File: src/rtl/i2c_slave.sv
// i2c_slave: I2C target answering a single 7-bit address. SCL/SDA are
// oversampled on clk; START/STOP are detected anywhere; matching writes are
// ACKed and each byte is handed to the fabric. SDA is driven open-drain only,
// SCL is never driven or stretched.
//
// Build option: define I2C_SLAVE_READ_EN to build the read path (RD/ACK_R,
// tx_req/tx_data). Without it, a matching read address is NACKed.
//
// Ports:
//   clk      system clock (>= 10x SCL)
//   reset    asynchronous active-low reset
//   scl_in   raw SCL pad level
//   sda_in   raw SDA pad level
//   sda_oe   1 pulls SDA low
//   rx_data  last received write byte
//   rx_valid one-cycle pulse when rx_data updates
//   tx_data  byte served on a read
//   tx_req   one-cycle pulse requesting the next tx_data
//   busy     addressed transfer in progress
//
// state        | meaning
// ST_IDLE      | waiting for START
// ST_ADDR      | shifting 7 address bits + R/W
// ST_ACK_A     | driving ACK for matching address
// ST_WR        | shifting a write byte
// ST_ACK_W     | driving ACK for a write byte
// ST_RD        | driving a read byte
// ST_ACK_R     | sampling master ACK/NACK
// ST_WAIT_STOP | ignoring the bus until START or STOP
module i2c_slave #(
  parameter logic [6:0] ADDR = 7'h50
) (
  input  logic       clk,
  input  logic       reset,
  input  logic       scl_in,
  input  logic       sda_in,
  output logic       sda_oe,
  output logic [7:0] rx_data,
  output logic       rx_valid,
  input  logic [7:0] tx_data,
  output logic       tx_req,
  output logic       busy
);

`ifdef I2C_SLAVE_READ_EN
  localparam bit READ_EN = 1'b1;
`else
  localparam bit READ_EN = 1'b0;
  logic unused_tx;
  assign unused_tx = ^tx_data;
`endif

  typedef enum logic [2:0] {
    ST_IDLE, ST_ADDR, ST_ACK_A, ST_WR, ST_ACK_W, ST_RD, ST_ACK_R, ST_WAIT_STOP
  } state_t;

  logic scl_s1, scl_s2, scl_h;
  logic sda_s1, sda_s2, sda_h;

  always_ff @(posedge clk or negedge reset) begin
    if (!reset) begin
      {scl_s1, scl_s2, scl_h} <= 3'b111;
      {sda_s1, sda_s2, sda_h} <= 3'b111;
    end else begin
      {scl_s1, scl_s2, scl_h} <= {scl_in, scl_s1, scl_s2};
      {sda_s1, sda_s2, sda_h} <= {sda_in, sda_s1, sda_s2};
    end
  end

  logic scl_rise, scl_fall, start_det, stop_det;
  assign scl_rise  = scl_s2 & ~scl_h;
  assign scl_fall  = ~scl_s2 & scl_h;
  assign start_det = scl_s2 & scl_h & sda_h & ~sda_s2;
  assign stop_det  = scl_s2 & scl_h & ~sda_h & sda_s2;

  state_t     state, state_nxt;
  logic [2:0] bit_cnt, bit_cnt_nxt;
  logic [7:0] shift, shift_nxt;
  logic [7:0] tx_shift, tx_shift_nxt;
  logic       byte_done, byte_done_nxt;   // 8th bit sampled, waiting for its SCL fall
  logic       rw, rw_nxt;
  logic       sda_oe_nxt, rx_valid_nxt, tx_req_nxt, busy_nxt;
  logic [7:0] rx_data_nxt;
  logic       addr_ok;

  assign addr_ok = (shift[7:1] == ADDR) && (!shift[0] || READ_EN);

  always_ff @(posedge clk or negedge reset) begin
    if (!reset) begin
      state     <= ST_IDLE;
      bit_cnt   <= 3'd7;
      shift     <= 8'h00;
      tx_shift  <= 8'h00;
      byte_done <= 1'b0;
      rw        <= 1'b0;
      sda_oe    <= 1'b0;
      rx_data   <= 8'h00;
      rx_valid  <= 1'b0;
      tx_req    <= 1'b0;
      busy      <= 1'b0;
    end else begin
      state     <= state_nxt;
      bit_cnt   <= bit_cnt_nxt;
      shift     <= shift_nxt;
      tx_shift  <= tx_shift_nxt;
      byte_done <= byte_done_nxt;
      rw        <= rw_nxt;
      sda_oe    <= sda_oe_nxt;
      rx_data   <= rx_data_nxt;
      rx_valid  <= rx_valid_nxt;
      tx_req    <= tx_req_nxt;
      busy      <= busy_nxt;
    end
  end

  always_comb begin
    state_nxt     = state;
    bit_cnt_nxt   = bit_cnt;
    shift_nxt     = shift;
    tx_shift_nxt  = tx_shift;
    byte_done_nxt = byte_done;
    rw_nxt        = rw;
    sda_oe_nxt    = sda_oe;
    rx_data_nxt   = rx_data;
    rx_valid_nxt  = 1'b0;
    tx_req_nxt    = 1'b0;
    busy_nxt      = busy;

    if (stop_det) begin
      state_nxt     = ST_IDLE;
      sda_oe_nxt    = 1'b0;
      busy_nxt      = 1'b0;
      byte_done_nxt = 1'b0;
    end else if (start_det) begin
      state_nxt     = ST_ADDR;
      bit_cnt_nxt   = 3'd7;
      sda_oe_nxt    = 1'b0;
      busy_nxt      = 1'b0;
      byte_done_nxt = 1'b0;
    end else begin
      case (state)
        ST_IDLE: ;
        ST_ADDR, ST_WR: begin
          if (scl_rise) begin
            shift_nxt = {shift[6:0], sda_s2};
            if (bit_cnt == 3'd0) byte_done_nxt = 1'b1;
            else                 bit_cnt_nxt   = bit_cnt - 3'd1;
          end else if (scl_fall && byte_done) begin
            byte_done_nxt = 1'b0;
            if (state == ST_WR) begin
              state_nxt    = ST_ACK_W;
              sda_oe_nxt   = 1'b1;
              rx_data_nxt  = shift;
              rx_valid_nxt = 1'b1;
            end else if (addr_ok) begin
              state_nxt  = ST_ACK_A;
              sda_oe_nxt = 1'b1;
              busy_nxt   = 1'b1;
              rw_nxt     = shift[0];
              tx_req_nxt = shift[0] & READ_EN;
            end else begin
              state_nxt = ST_WAIT_STOP;
            end
          end
        end
        ST_ACK_A: begin
          if (scl_fall) begin
            bit_cnt_nxt = 3'd7;
            state_nxt   = ST_WR;
            sda_oe_nxt  = 1'b0;
`ifdef I2C_SLAVE_READ_EN
            if (rw) begin
              state_nxt    = ST_RD;
              tx_shift_nxt = tx_data;
              sda_oe_nxt   = ~tx_data[7];
            end
`endif
          end
        end
        ST_ACK_W: begin
          if (scl_fall) begin
            state_nxt   = ST_WR;
            bit_cnt_nxt = 3'd7;
            sda_oe_nxt  = 1'b0;
          end
        end
`ifdef I2C_SLAVE_READ_EN
        ST_RD: begin
          if (scl_fall) begin
            if (bit_cnt == 3'd0) begin
              state_nxt  = ST_ACK_R;
              sda_oe_nxt = 1'b0;
            end else begin
              bit_cnt_nxt  = bit_cnt - 3'd1;
              tx_shift_nxt = {tx_shift[6:0], 1'b0};
              sda_oe_nxt   = ~tx_shift[6];
            end
          end
        end
        ST_ACK_R: begin
          if (scl_rise) begin
            if (!sda_s2) begin
              tx_req_nxt    = 1'b1;
              byte_done_nxt = 1'b1;   // reused as "master ACKed"
            end else begin
              state_nxt = ST_WAIT_STOP;
              busy_nxt  = 1'b0;
            end
          end else if (scl_fall && byte_done) begin
            byte_done_nxt = 1'b0;
            state_nxt     = ST_RD;
            bit_cnt_nxt   = 3'd7;
            tx_shift_nxt  = tx_data;
            sda_oe_nxt    = ~tx_data[7];
          end
        end
`endif
        ST_WAIT_STOP: ;
        default: state_nxt = ST_IDLE;
      endcase
    end
  end

endmodule

File: config.mk
export PLATFORM = sky130hd
export DESIGN_NAME = i2c_slave
export DESIGN_NICKNAME = d
export VERILOG_FILES = /design/src/rtl/i2c_slave.sv
export SDC_FILE = /design/constraint.sdc
export NUM_CORES = 1
export LEC_CHECK = 0
export CORE_MARGIN = 3
export CORE_UTILIZATION = 30
export CTS_CLUSTER_DIAMETER = 200
export DETAILED_ROUTE_END_ITERATION = 10
export REMOVE_ABC_BUFFERS = 1
export SYNTH_ARGS = -nofsm -noshare
export SYNTH_HDL_FRONTEND = slang
export SYNTH_SLANG_ARGS = --single-unit
File: constraint.sdc
create_clock -name clk -period 5.12 [get_ports clk]
set_input_delay 0.768 -clock clk [delete_from_list [all_inputs] [get_ports clk]]
set_output_delay 0.768 -clock clk [all_outputs]
set_load 0.02 [all_outputs]
==> metrics list, run 1 <==
- Register-to-Register Path Depth: 3
- Kind of cell adding the most delay to the critical path: simple AND/OR/NAND/NOR gates
- For the pin with the worst max-slew slack, the measured transition is ~0.55 ns.
- CTS placed an instance of clkbuf_8 at the clock tree root.
* Mapped Cells: 130
* Worst relative slew slack: 0.6297
- Worst-path fanout max: 9
- Placed cell count: 204
- The later pin in the worst-skew pair is clocked with a latency of 0.28 ns.
- The worst hold path terminates at scl_s2.
- Die outline width: slightly below 80 µm
- Min-delay worst type: reg2reg
- The first detailed-routing pass ran for 4 iterations.
* H-tree depth: 2
* Number of synthesized flops with an enable pin: 0
- Crit end category: flop
- Adding up every negative setup slack in the final design gives 0 ns.
* Proportion of layout cells with a drive suffix above 1: 0.2069
- Routability-driven placement finished with a final weighted congestion of between 0.8 and 0.9.
- The synthesized netlist contains a little over 40 unique library cells.
- Hold Violations, Final: 0
* Worst min-delay path startpoint: scl_s1
* Max-cap violations: 0
- Count of port buffers added during placement: 14
- Cell with the largest stage delay on the worst path: dfstp_2
* Number of endpoints failing setup at the final stage: 0
- Fill cells in the final layout number 461.
- In this run the cell area measured after placement is approximately 1700 µm².
- Post-synthesis cell area: approximately 1500 µm²
* Vias in the first global route: 1039
- Detailed placement finished with a half-perimeter wire length of about 1900 µm.
* Maximum single-stage delay on the critical path: 0.58 ns
- Final Slew Violations: 0
- Leakage power: slightly below 0.0008 µW
* Leftover overflow at the end of global routing: 0
- Fin crit period: 2.070 ns
* Worst R2R End: rx_data[2]
- Growth of design area from synthesis to finish: 17.93%
- First-pass GRT wire length: 4871 µm
- Area share of the largest cell type after synthesis: 0.3817
- The die covers 5912 µm².
- Initial antenna violation count: 0
* Effective utilization at floorplan: 0.3150
- Number of warnings printed during yosys synthesis: 0
- Final design area excluding fillers: 1778 µm²
- Clock skew after layout: 0.005518 ns
- Clock buffers created by TritonCTS: 5
- Status: complete, no violations
* Required time worst endpoint: ~5.3 ns
* Classification of the worst setup path: reg2reg
* Overall power of the completed layout: between 900 and 1000 µW
- The worst setup path is launched from a flop.
* Count of antenna diodes in the layout: 0
- A synthesized cell averages between 10 and 15 µm².
- # resized after CTS: 0
- Startpoint of the lowest-slack register-to-register path: scl_h
* DRC viols: 0
* CTS tree: built
* Unrepaired setup endpoints after global routing: no
- Entering global routing, the biggest net connects 33 pins.
- The count of cells in the finished layout, fillers not included, comes to roughly 210.
- Dividing the detail-routed via count by the number of cells gives 4.906.
* I/O pins: 24
* Die boundary height: 76.89 µm
- Overall routing resource usage: 0.1019
* Areal power density over the cells: about 540 nW/µm²
- In this run the core area contains 25 standard-cell rows.
- Main area contributors after synthesis: dfrtp_1 38%, dfstp_2 16%, mux2_2 6.7%
- Of all cell types, the one taking the most synthesized area is dfrtp_1.
- Highest ir drop seen on vdd: 0.0003043 V
* Total detailed-routing wirelength: 2717 µm
- Core footprint: 4786 µm²
- Dominant cell by count in the synthesized netlist: dfrtp_1
- CP Launch Point: scl_h
- The share of the Yosys chip area taken by registers is 0.5386.
- Clock Pin Slew Worst Setup and Hold Paths: around 0.07 ns
- Worst hold slack across all endpoints: 0.3569 ns
- Based on the critical path, the design can be clocked at up to 483.1 MHz.
- Worst R2R Setup Slack: around 3.1 ns
- For this run, asynchronously set or reset flops after synthesis account for 1.000.
- Ordered list of cells on the worst path: nor2b_1, nand4_1, mux2_2
- Top cell types by occurrence after synthesis: 23 x dfrtp_1, 10 x nand2_1, 9 x dfstp_2, 9 x mux2_2, 7 x mux2_1
- Sinks on the clock net: 32
- Detailed routing inserted a total of around 1000 vias.
* Arrival time of data at the critical path endpoint: 2.24 ns
- After clock tree synthesis, the setup repair step added 0 buffers.
- Period utilization: 0.4043
* Count of buffering cells on the critical path with inverters included: 0
- In the final routed layout, each cell accounts on average for between 10 and 15 µm.
- The synthesized design contains 32 register bits.
- The count of nets left with antenna violations once routing finished came out at 0.
- The worst hold path was traced through 0 stages.
* Longest Clk Path Bufs: 2
* Primary flip-flop cell chosen by synthesis mapping: dfrtp_1
- In the final design database the tool counted between 150 and 200 nets.
* Count of hold buffers inserted by post-cts repair: 0
- After the first detailed-routing iteration, the DRC count stood at 54.
-- registers in the layout (all words and copies together), names as in the netlist --
register,count
sda_h,1
rx_valid,1
state,3
busy,1
sda_oe,1
sda_s2,1
byte_done,1
rx_data,8
scl_s1,1
bit_cnt,3
sda_s1,1
scl_h,1
shift,8
scl_s2,1
-- metrics by stage --
stage | setup slack, ns | utilization
2_1_floorplan | 3.417 | -
3_3_place_gp | 3.130 | 0.3537
3_5_place_dp | 3.069 | 0.3537
4_1_cts | 3.050 | 0.3715
5_1_grt | 2.933 | 0.3715
6_report | 3.050 | 0.3715
-- metal layers --
layer / vias to the layer above / global-route usage / wire [µm]
met4: 0 / 0.04348 / 43
met2: 35 / 0.1620 / 1314
li1: 491 / - / -
met1: 507 / 0.1263 / 1219
met3: 7 / 0.03286 / 140
met5: - / 0 / 0
-- cell usage in the layout (no fill, tap or decap), drive strengths merged, types with 2 or more instances in the layout --
cell type	instances
a211oi	2
nor2	4
clkbuf	6
o211ai	2
nand3	2
a31oi	3
ha	2
o21ai	10
mux2	17
dfrtp	23
o21a	2
clkdlybuf4s50	14
a21o	2
nand2	10
a21oi	3
dfstp	9
o22ai	2
inv	5
nor4	2
nand2b	4
nor3	2
nor2b	4
-- worst max path at each step --
stage	endpoint	slack, ns	cells after the start
final	rx_data[2]	3.05	3
after global placement	rx_data[0]	3.13	3
after global routing	rx_data[2]	2.93	3
after detailed placement	rx_data[2]	3.07	3
after CTS	rx_data[2]	3.05	3
after floorplan	rx_data[0]	3.42	3
-- worst reg2reg max path: stages (launching register included) --
cell and delay [ns]:
dfstp_2 0.58, nor2b_1 0.39, nand4_1 0.53, mux2_2 0.46
-- power by group --
group,internal (µW),total (µW),leakage (µW),switching [µW]
logic,177,348,0.000343,171
registers,347,432,0.000391,85.1
clock network,94.8,186,0.0000412,91.6
-- cells by family (layout without fill, tap and decap cells) --
logic type,after synthesis,count (layout),share of synthesized area
AND/OR/NAND/NOR,33,33,0.1245
multiplexers,18,18,0.1361
adder cells (fa/ha/maj),2,2,0.01659
XOR/XNOR,1,1,0.005810
buffers and inverters,13,28,0.04316
AO/OA/AOI/OAI,30,30,0.1328
flip-flops,32,32,0.5386
other,1,1,0.002487
-- area by class of cell --
type                            instances  area (µm²)  share of cell area
Clock buffer                            6       72.57             0.04082
Clock inverter                          2       12.51            0.007037
Inverter                                5       18.77             0.01056
Multi-Input combinational cell         85       630.6              0.3547
Sequential cell                        32       812.0              0.4567
Tap cell                               67       83.83             0.04715
Timing Repair Buffer                   15       147.6             0.08304
Power figures use the tool's default switching activity.
==> run 2, diff against run 1 <==
==> constraint.sdc (replaced) <==
create_clock -name clk -period 2.11 [get_ports clk]
set_input_delay 0.3165 -clock clk [delete_from_list [all_inputs] [get_ports clk]]
set_output_delay 0.3165 -clock clk [all_outputs]
set_load 0.02 [all_outputs]
==> run 2 against run 1 <==
Net effect:
- design area increased by 0.91%
- wire length hardly changed
- largest cell class unchanged
- clock power grew to 2.6 times the previous value
- critical path type unchanged
- final cell count increased by 0.47%
- first-iteration DRC count up 1.9%
- clock skew up 0.0019 ns
- global-route usage about the same
- combinational power grew 140%
- hold slack improved by 0.00099 ns
- non-clock buffer count increased by 1
- count of clock-buffer cells in the layout increased by 1
- largest power group unchanged
==> metrics list, run 2 (synthesized netlist as in run 1, its figures left out) <==
- Status: complete, no violations (unchanged).
* Hold Violations, Final: 0 (unchanged)
- Number of inserted filler cells in the final layout: 462 (was 461)
- The wire length reported by the detailed router is 2716 µm (was 2717 µm).
* Die Outline Area: 5912 µm² (unchanged)
- The power share of the combinational group came to 0.357 (was 0.360).
- Number of endpoints failing setup at the final stage: 0 (unchanged)
- The floorplan row count came to 25 (unchanged).
- Iteration-0 DRC Markers: 55 (was 54)
- CP Launch Point: scl_h (unchanged)
- Ordered list of cells on the worst path: nor2b_1, nand2_1, a211oi_2, a21oi_1, a41o_1 (was nor2b_1, nand4_1, mux2_2)
* Count of buffering cells on the critical path with inverters included: 0 (unchanged)
- The starting utilization of the core area is 0.3150 (unchanged).
- Cell with the largest stage delay on the worst path: dfstp_2 (unchanged)
- Internal power of the cells: 1540 µW (was 619.2 µW)
* Count of antenna diodes in the layout: 0 (unchanged)
* Unrepaired setup endpoints after global routing: no (unchanged)
* Clock skew after layout: 0.007444 ns (was 0.005518 ns)
- The clock latency at the later pin of the worst-skew pair was 0.29 ns (was 0.28 ns).
* Clock Pin Slew Worst Setup and Hold Paths: 0.07 ns (about the same)
* Initial antenna violation count: 0 (unchanged)
- The final weighted congestion of routability-driven global placement came to 0.8459 (was 0.8475).
- First-pass GRT wire length: 4795 µm (was 4871 µm)
- Overall routing resource usage: 0.1016 (was 0.1019)
- The post-detailed-route wirelength per cell is 12.75 µm (was 12.82 µm).
- The number of CTS-inserted buffers came to 5 (unchanged).
- Number of vias per cell after detailed routing: 4.812 (was 4.906)
- The static power due to leakage came to 0.0007834 µW (was 0.0007759 µW).
- Fin crit period: 1.937 ns (was 2.070 ns)
* Count of hold buffers inserted by post-cts repair: 0 (unchanged)
- Vias in the first global route: 1021 (was 1039)
* Most frequent cells in the layout: 23 x dfrtp_1, 14 x clkdlybuf4s50_1, 10 x nand2_1 (unchanged)
* Period utilization: 0.9178 (was 0.4043)
- Critical Path Source Type: flop (unchanged)
- The sequential fraction of design power is 0.440 (was 0.447).
* I/O pins: 24 (unchanged)
* Count of antenna-violating nets left after detailed routing: 0 (unchanged)
- Classification of the worst setup path: reg2reg (unchanged)
* Placed cell count: 205 (was 204)
- Arrival time of data at the critical path endpoint: 2.11 ns (was 2.24 ns)
* Highest ir drop seen on vdd: 0.0006313 V (was 0.0003043 V)
- The family with the most delay on the worst path is compound AO/OA/AOI/OAI gates (was simple AND/OR/NAND/NOR gates).
- Die boundary height: 76.89 µm (unchanged)
- CTS tree: built (unchanged)
* Pre-Repair DR Iteration Count: 4 (unchanged)
- The category of the worst setup path capture point is a flop (unchanged).
* Worst min-delay path startpoint: scl_s1 (unchanged)
- Final setup margin: 0.1735 ns (was 3.050 ns)
- Total half-perimeter wirelength after legalization and detailed placement: 1930 µm (was 1921 µm)
- Number of post-CTS setup repair buffers: 0 (unchanged)
- Areal power density over the cells: 1329 nW/µm² (was 543.9 nW/µm²)
- The count of maximum capacitance violations came to 0 (unchanged).
* Clock Tree Root: clkbuf_8 (unchanged)
- The placeable core region came to 4786 µm² (unchanged).
- Growth of design area from synthesis to finish: 19.00% (was 17.93%)
- Largest registers: rx_data (8), shift (8) (unchanged)
* Proportion of layout cells with a drive suffix above 1: 0.2123 (was 0.2069)
- Required time worst endpoint: 2.29 ns (was 5.29 ns)
- The share of total power consumed by net switching came to 0.3543 (was 0.3597).
- The aggregate negative setup slack was 0 ns (unchanged).
- The part of the total power dissipated in the clock network came to 0.203 (was 0.193).
- Min-delay worst type: reg2reg (unchanged)
- The post-CTS resize count was 0 (unchanged).
- The largest fanout on the critical path came to 7 (was 9).
- The count of placed standard cells in the final layout, fillers left out was 213 (was 212).
- Placed Instance Area: 1700 µm² (was 1693 µm²)
- The overall via count from detail_route came to 1025 (was 1040).
- The number of levels the H-tree was split into was 2 (unchanged).
- Leftover overflow at the end of global routing: 0 (unchanged)
* Count of port buffers added during placement: 14 (unchanged)
- The most frequent standard cell in the layout excluding fill and tap cells is dfrtp_1 (unchanged).
- The pin count of the biggest net entering global routing came to 33 (unchanged).
- Maximum single-stage delay on the critical path: 0.57 ns (was 0.58 ns)
- The worst slack after detailed placement came to 0.2132 ns (was 3.069 ns).
- Overall power of the completed layout: 2385 µW (was 967.0 µW)
- Longest Clk Path Bufs: 2 (unchanged)
* Final Slew Violations: 0 (unchanged)
- FMAX: 516.4 MHz (was 483.1 MHz)
- The die width was 76.89 µm (unchanged).
* DRC viols: 0 (unchanged)
- Net count of the finished layout: 159 (was 158)
- The number of sinks driven by the clock tree was 32 (unchanged).
* Startpoint of the lowest-slack register-to-register path: scl_h (unchanged)
- Final design area excluding fillers: 1794 µm² (was 1778 µm²)
* Net switching power of the design: 844.9 µW (was 347.8 µW)
## run 2: final cells by class
| class | instances | area (µm²) | share of cell area |
|---|---|---|---|
| Multi-Input combinational cell | 85 | 630.6 | 0.3515 |
| Clock buffer | 7 | 86.33 | 0.04812 |
| Sequential cell | 32 | 812.0 | 0.4526 |
| Timing Repair Buffer | 16 | 155.1 | 0.08647 |
| Inverter | 5 | 18.77 | 0.01046 |
| Tap cell | 67 | 83.83 | 0.04672 |
| Clock inverter | 1 | 7.507 | 0.004184 |
## run 2: layer usage
metal / part of all wire / GRT usage / vias up / wire length [µm]
met5: 0 / 0 / - / 0
met3: 0.031 / 0.02113 / 8 / 85
met1: 0.45 / 0.1249 / 500 / 1229
li1: - / - / 494 / -
met2: 0.49 / 0.1638 / 23 / 1331
met4: 0.026 / 0.05978 / 0 / 70
## run 2: path summary, 6_finish.rpt
check | slack, ns | cells after the start | end
worst max-delay path | 0.17 | 5 | sda_oe
worst min-delay path | 0.36 | 0 | scl_s2
worst max register to register | 0.17 | 5 | sda_oe
worst min register to register | 0.36 | 0 | scl_s2
max in group asynchronous | 1.36 | 2 | bit_cnt[2]
min in group asynchronous | 0.42 | 2 | shift[2]
## run 2: power groups by stage
stage | Sequential [µW] | Combinational (µW) | Clock (µW)
floorplan | 1080 | 527 | 0
global placement | 1040 | 825 | 0
detailed placement | 1060 | 852 | 0
CTS | 1050 | 861 | 502
global route | 1090 | 940 | 529
finish | 1050 | 852 | 483
## run 2: per-stage QoR
step | util | hold slack, ns
detailed placement | 0.3553 | 0.3496
global placement | 0.3553 | 0.3458
global route | 0.3749 | 0.3610
finish | 0.3749 | 0.3579
CTS | 0.3749 | 0.3591
floorplan | - | 0.02091
==> run 3, diff against run 2 <==
--- a/config.mk
+++ b/config.mk
@@ -5,7 +5,6 @@
 export SDC_FILE = /design/constraint.sdc
 export NUM_CORES = 1
 export LEC_CHECK = 0
-export CORE_MARGIN = 3
 export CORE_UTILIZATION = 30
 export CTS_CLUSTER_DIAMETER = 200
 export DETAILED_ROUTE_END_ITERATION = 10
==> run 3 against run 2 <==
Net effect:
- power grew 0.50%
- design area grew 0.35%
- via count grew 3.7%
- critical path depth is the same
- first-iteration DRC count grew 1.8%
- count of clock-buffer cells in the layout grew 1
- clock skew shrank 0.0016 ns
- core utilization grew 0.13 points
- non-clock buffer count is the same
==> metrics list, run 3 (synthesized netlist as in run 1, its figures left out) <==
- H-tree depth: 2 (unchanged)
- The starting utilization of the core area came to 0.3150 (unchanged).
- Sinks on the clock net: 32 (unchanged)
* Final core occ: 0.3762 (was 0.3749)
* Total detailed-routing wirelength: 2607 µm (was 2716 µm)
* CP Launch Point: scl_h (unchanged)
- Clock skew after layout: 0.005893 ns (was 0.007444 ns)
- # resized after CTS: 0 (unchanged)
- The total grt overflow is 0 (unchanged).
- The count of maximum capacitance violations was 0 (unchanged).
- Non-filler instance count after layout: 213 (unchanged)
- The post-route clock period utilization was 0.9142 (was 0.9178).
- Total negative setup slack: 0 ns (unchanged)
* Leakage power: 0.0007904 µW (was 0.0007834 µW)
- Clock Pin Slew Worst Setup and Hold Paths: 0.06 ns (was 0.07 ns)
- The most frequent standard cell in the layout excluding fill and tap cells was dfrtp_1 (unchanged).
- Pre-Repair DR Iteration Count: 4 (unchanged)
- Worst R2R Setup Slack: 0.18 ns (was 0.17 ns)
- Clock Tree Root: clkbuf_8 (unchanged)
* Maximum number of pins on one net before global-route repair: 33 (unchanged)
* Die outline width: 72.89 µm (was 76.89 µm)
* Overall power of the completed layout: 2397 µW (was 2385 µW)
- Min-delay worst type: reg2reg (unchanged)
- The ratio of total power to cell area came to 1331 nW/µm² (was 1329 nW/µm²).
* Initial antenna violation count: 0 (unchanged)
- Length of routed met2 wiring: 1265 µm (was 1331 µm)
- Total via count after detailed routing: 1063 (was 1025)
- Proportion of layout cells with a drive suffix above 1: 0.2123 (unchanged)
- The final max-slew violation count came to 0 (unchanged).
- Register-to-Register Path Depth: 5 (unchanged)
- Ordered list of cells on the worst path: nor2b_1, nand2_1, a211oi_2, a21oi_1, a41o_1 (unchanged).
- Total half-perimeter wirelength after legalization and detailed placement: 1840 µm (was 1930 µm)
* Die Outline Area: 5313 µm² (was 5912 µm²)
- Cell with the largest stage delay on the worst path: dfstp_2 (unchanged)
- The met1 layer wirelength in the final routing was 1168 µm (was 1229 µm).
* Final weighted congestion in routability-driven placement: 0.8494 (was 0.8459)
* Maximum single-stage delay on the critical path: 0.58 ns (was 0.57 ns)
* Count of buffering cells on the critical path with inverters included: 0 (unchanged)
- Number of vias per cell after detailed routing: 4.991 (was 4.812)
- The classification of the worst setup path was reg2reg (unchanged).
* Fin crit period: 1.929 ns (was 1.937 ns)
- The number of logic stages on the critical path including buffering was 5 (unchanged).
- Count of antenna-violating nets left after detailed routing: 0 (unchanged)
* Net count of the finished layout: 159 (unchanged)
- Hold Path Depth: 0 (unchanged)
- The count of endpoints failing setup in the final report came to 0 (unchanged).
- Arrival time of data at the critical path endpoint: 2.10 ns (was 2.11 ns)
- Worst-path fanout max: 7 (unchanged)
- DRC viols: 0 (unchanged)
* Worst R2R End: sda_oe (unchanged)
- The first-pass GRT wire length came to 4830 µm (was 4795 µm).
* Status: complete, no violations (unchanged)
* Startpoint of the lowest-slack register-to-register path: scl_h (unchanged)
* Count of antenna diodes in the layout: 0 (unchanged)
- I/O pins: 24 (unchanged)
- Critical Path Source Type: flop (unchanged)
- The height of the chip is 72.89 µm (was 76.89 µm).
- The overall track demand over capacity in global routing was 0.1196 (was 0.1016).
- The number of fill cells in the layout was 463 (was 462).
- Critical path capture point: sda_oe (unchanged)
- The number of failing hold endpoints at the final stage is 0 (unchanged).
- Clock buffers created by TritonCTS: 5 (unchanged)
- Highest signal layer in the routed design: met4 (unchanged)
* Routed WL per cell: 12.24 µm (was 12.75 µm)
- The clock latency at the later pin of the worst-skew pair is 0.28 ns (was 0.29 ns).
- The highest achievable clock rate is 518.4 MHz (was 516.4 MHz).
- Core footprint: 4786 µm² (unchanged)
* Highest ir drop seen on vdd: 0.0006268 V (was 0.0006313 V)
- Largest registers: rx_data (8), shift (8) (unchanged)
- Count of port buffers added during placement: 14 (unchanged)
- Vias in the first global route: 1073 (was 1021)
- The worst path required time came to 2.28 ns (was 2.29 ns).
* Placed cell count: 205 (unchanged)
- The worst-case clock buffer depth is 2 (unchanged).
- The floorplan row count came to 25 (unchanged).
* Most frequent cells in the layout: 23 x dfrtp_1, 14 x clkdlybuf4s50_1, 10 x nand2_1 (unchanged)
- The number of buffers added to fix hold violations after cts came to 0 (unchanged).
- The DRC marker count from the first detailed-route iteration came to 56 (was 55).
* Kind of cell adding the most delay to the critical path: compound AO/OA/AOI/OAI gates (unchanged)
- The total setup buffers inserted after CTS came to 0 (unchanged).
* Unrepaired setup endpoints after global routing: no (unchanged)
- The CTS tree is built (unchanged).
- The category of the worst setup path capture point is a flop (unchanged).
- Growth of design area from synthesis to finish: 19.42% (was 19.00%)
* WL met3: 106 µm (was 85 µm)
## run 3: worst min-delay path by stage
stage / start / to / slack, ns
2_1_floorplan: reset / busy / 0.02
3_3_place_gp: sda_s1 / sda_s2 / 0.35
3_5_place_dp: scl_s1 / scl_s2 / 0.35
4_1_cts: scl_s1 / scl_s2 / 0.36
5_1_grt: scl_s1 / scl_s2 / 0.36
6_report: scl_s1 / scl_s2 / 0.36
## run 3: layer usage
layer / vias to the layer above / track usage
met2: 28 / 0.1817
met3: 8 / 0.03729
met5: - / 0
met1: 534 / 0.1528
met4: 0 / 0.06318
li1: 493 / -
## run 3: where the power goes
| part | total [µW] | switching, µW | internal [µW] |
|---|---|---|---|
| sequential | 1050 | 204 | 843 |
| clock | 506 | 208 | 297 |
| combinational | 844 | 411 | 433 |
## run 3: layout make-up
type / instances / area (µm²) / share of cell area
multi-input cells: 85 / 630.6 / 0.3502
inverters: 5 / 18.77 / 0.01042
clock buffers: 8 / 100.1 / 0.05559
repair buffers: 16 / 155.1 / 0.08617
well taps: 67 / 83.83 / 0.04656
flip-flops and latches: 32 / 812.0 / 0.4510
## run 3: per-stage QoR
| stage | area [µm²] | setup WS (ns) | hold WS, ns |
|---|---|---|---|
| 6_report | 1800 | 0.1810 | 0.3560 |
| 2_1_floorplan | 1461 | 0.4075 | 0.02091 |
| 3_3_place_gp | 1700 | 0.2856 | 0.3457 |
| 3_5_place_dp | 1700 | 0.2248 | 0.3478 |
| 4_1_cts | 1800 | 0.2058 | 0.3565 |
| 5_1_grt | 1800 | 0.05618 | 0.3595 |
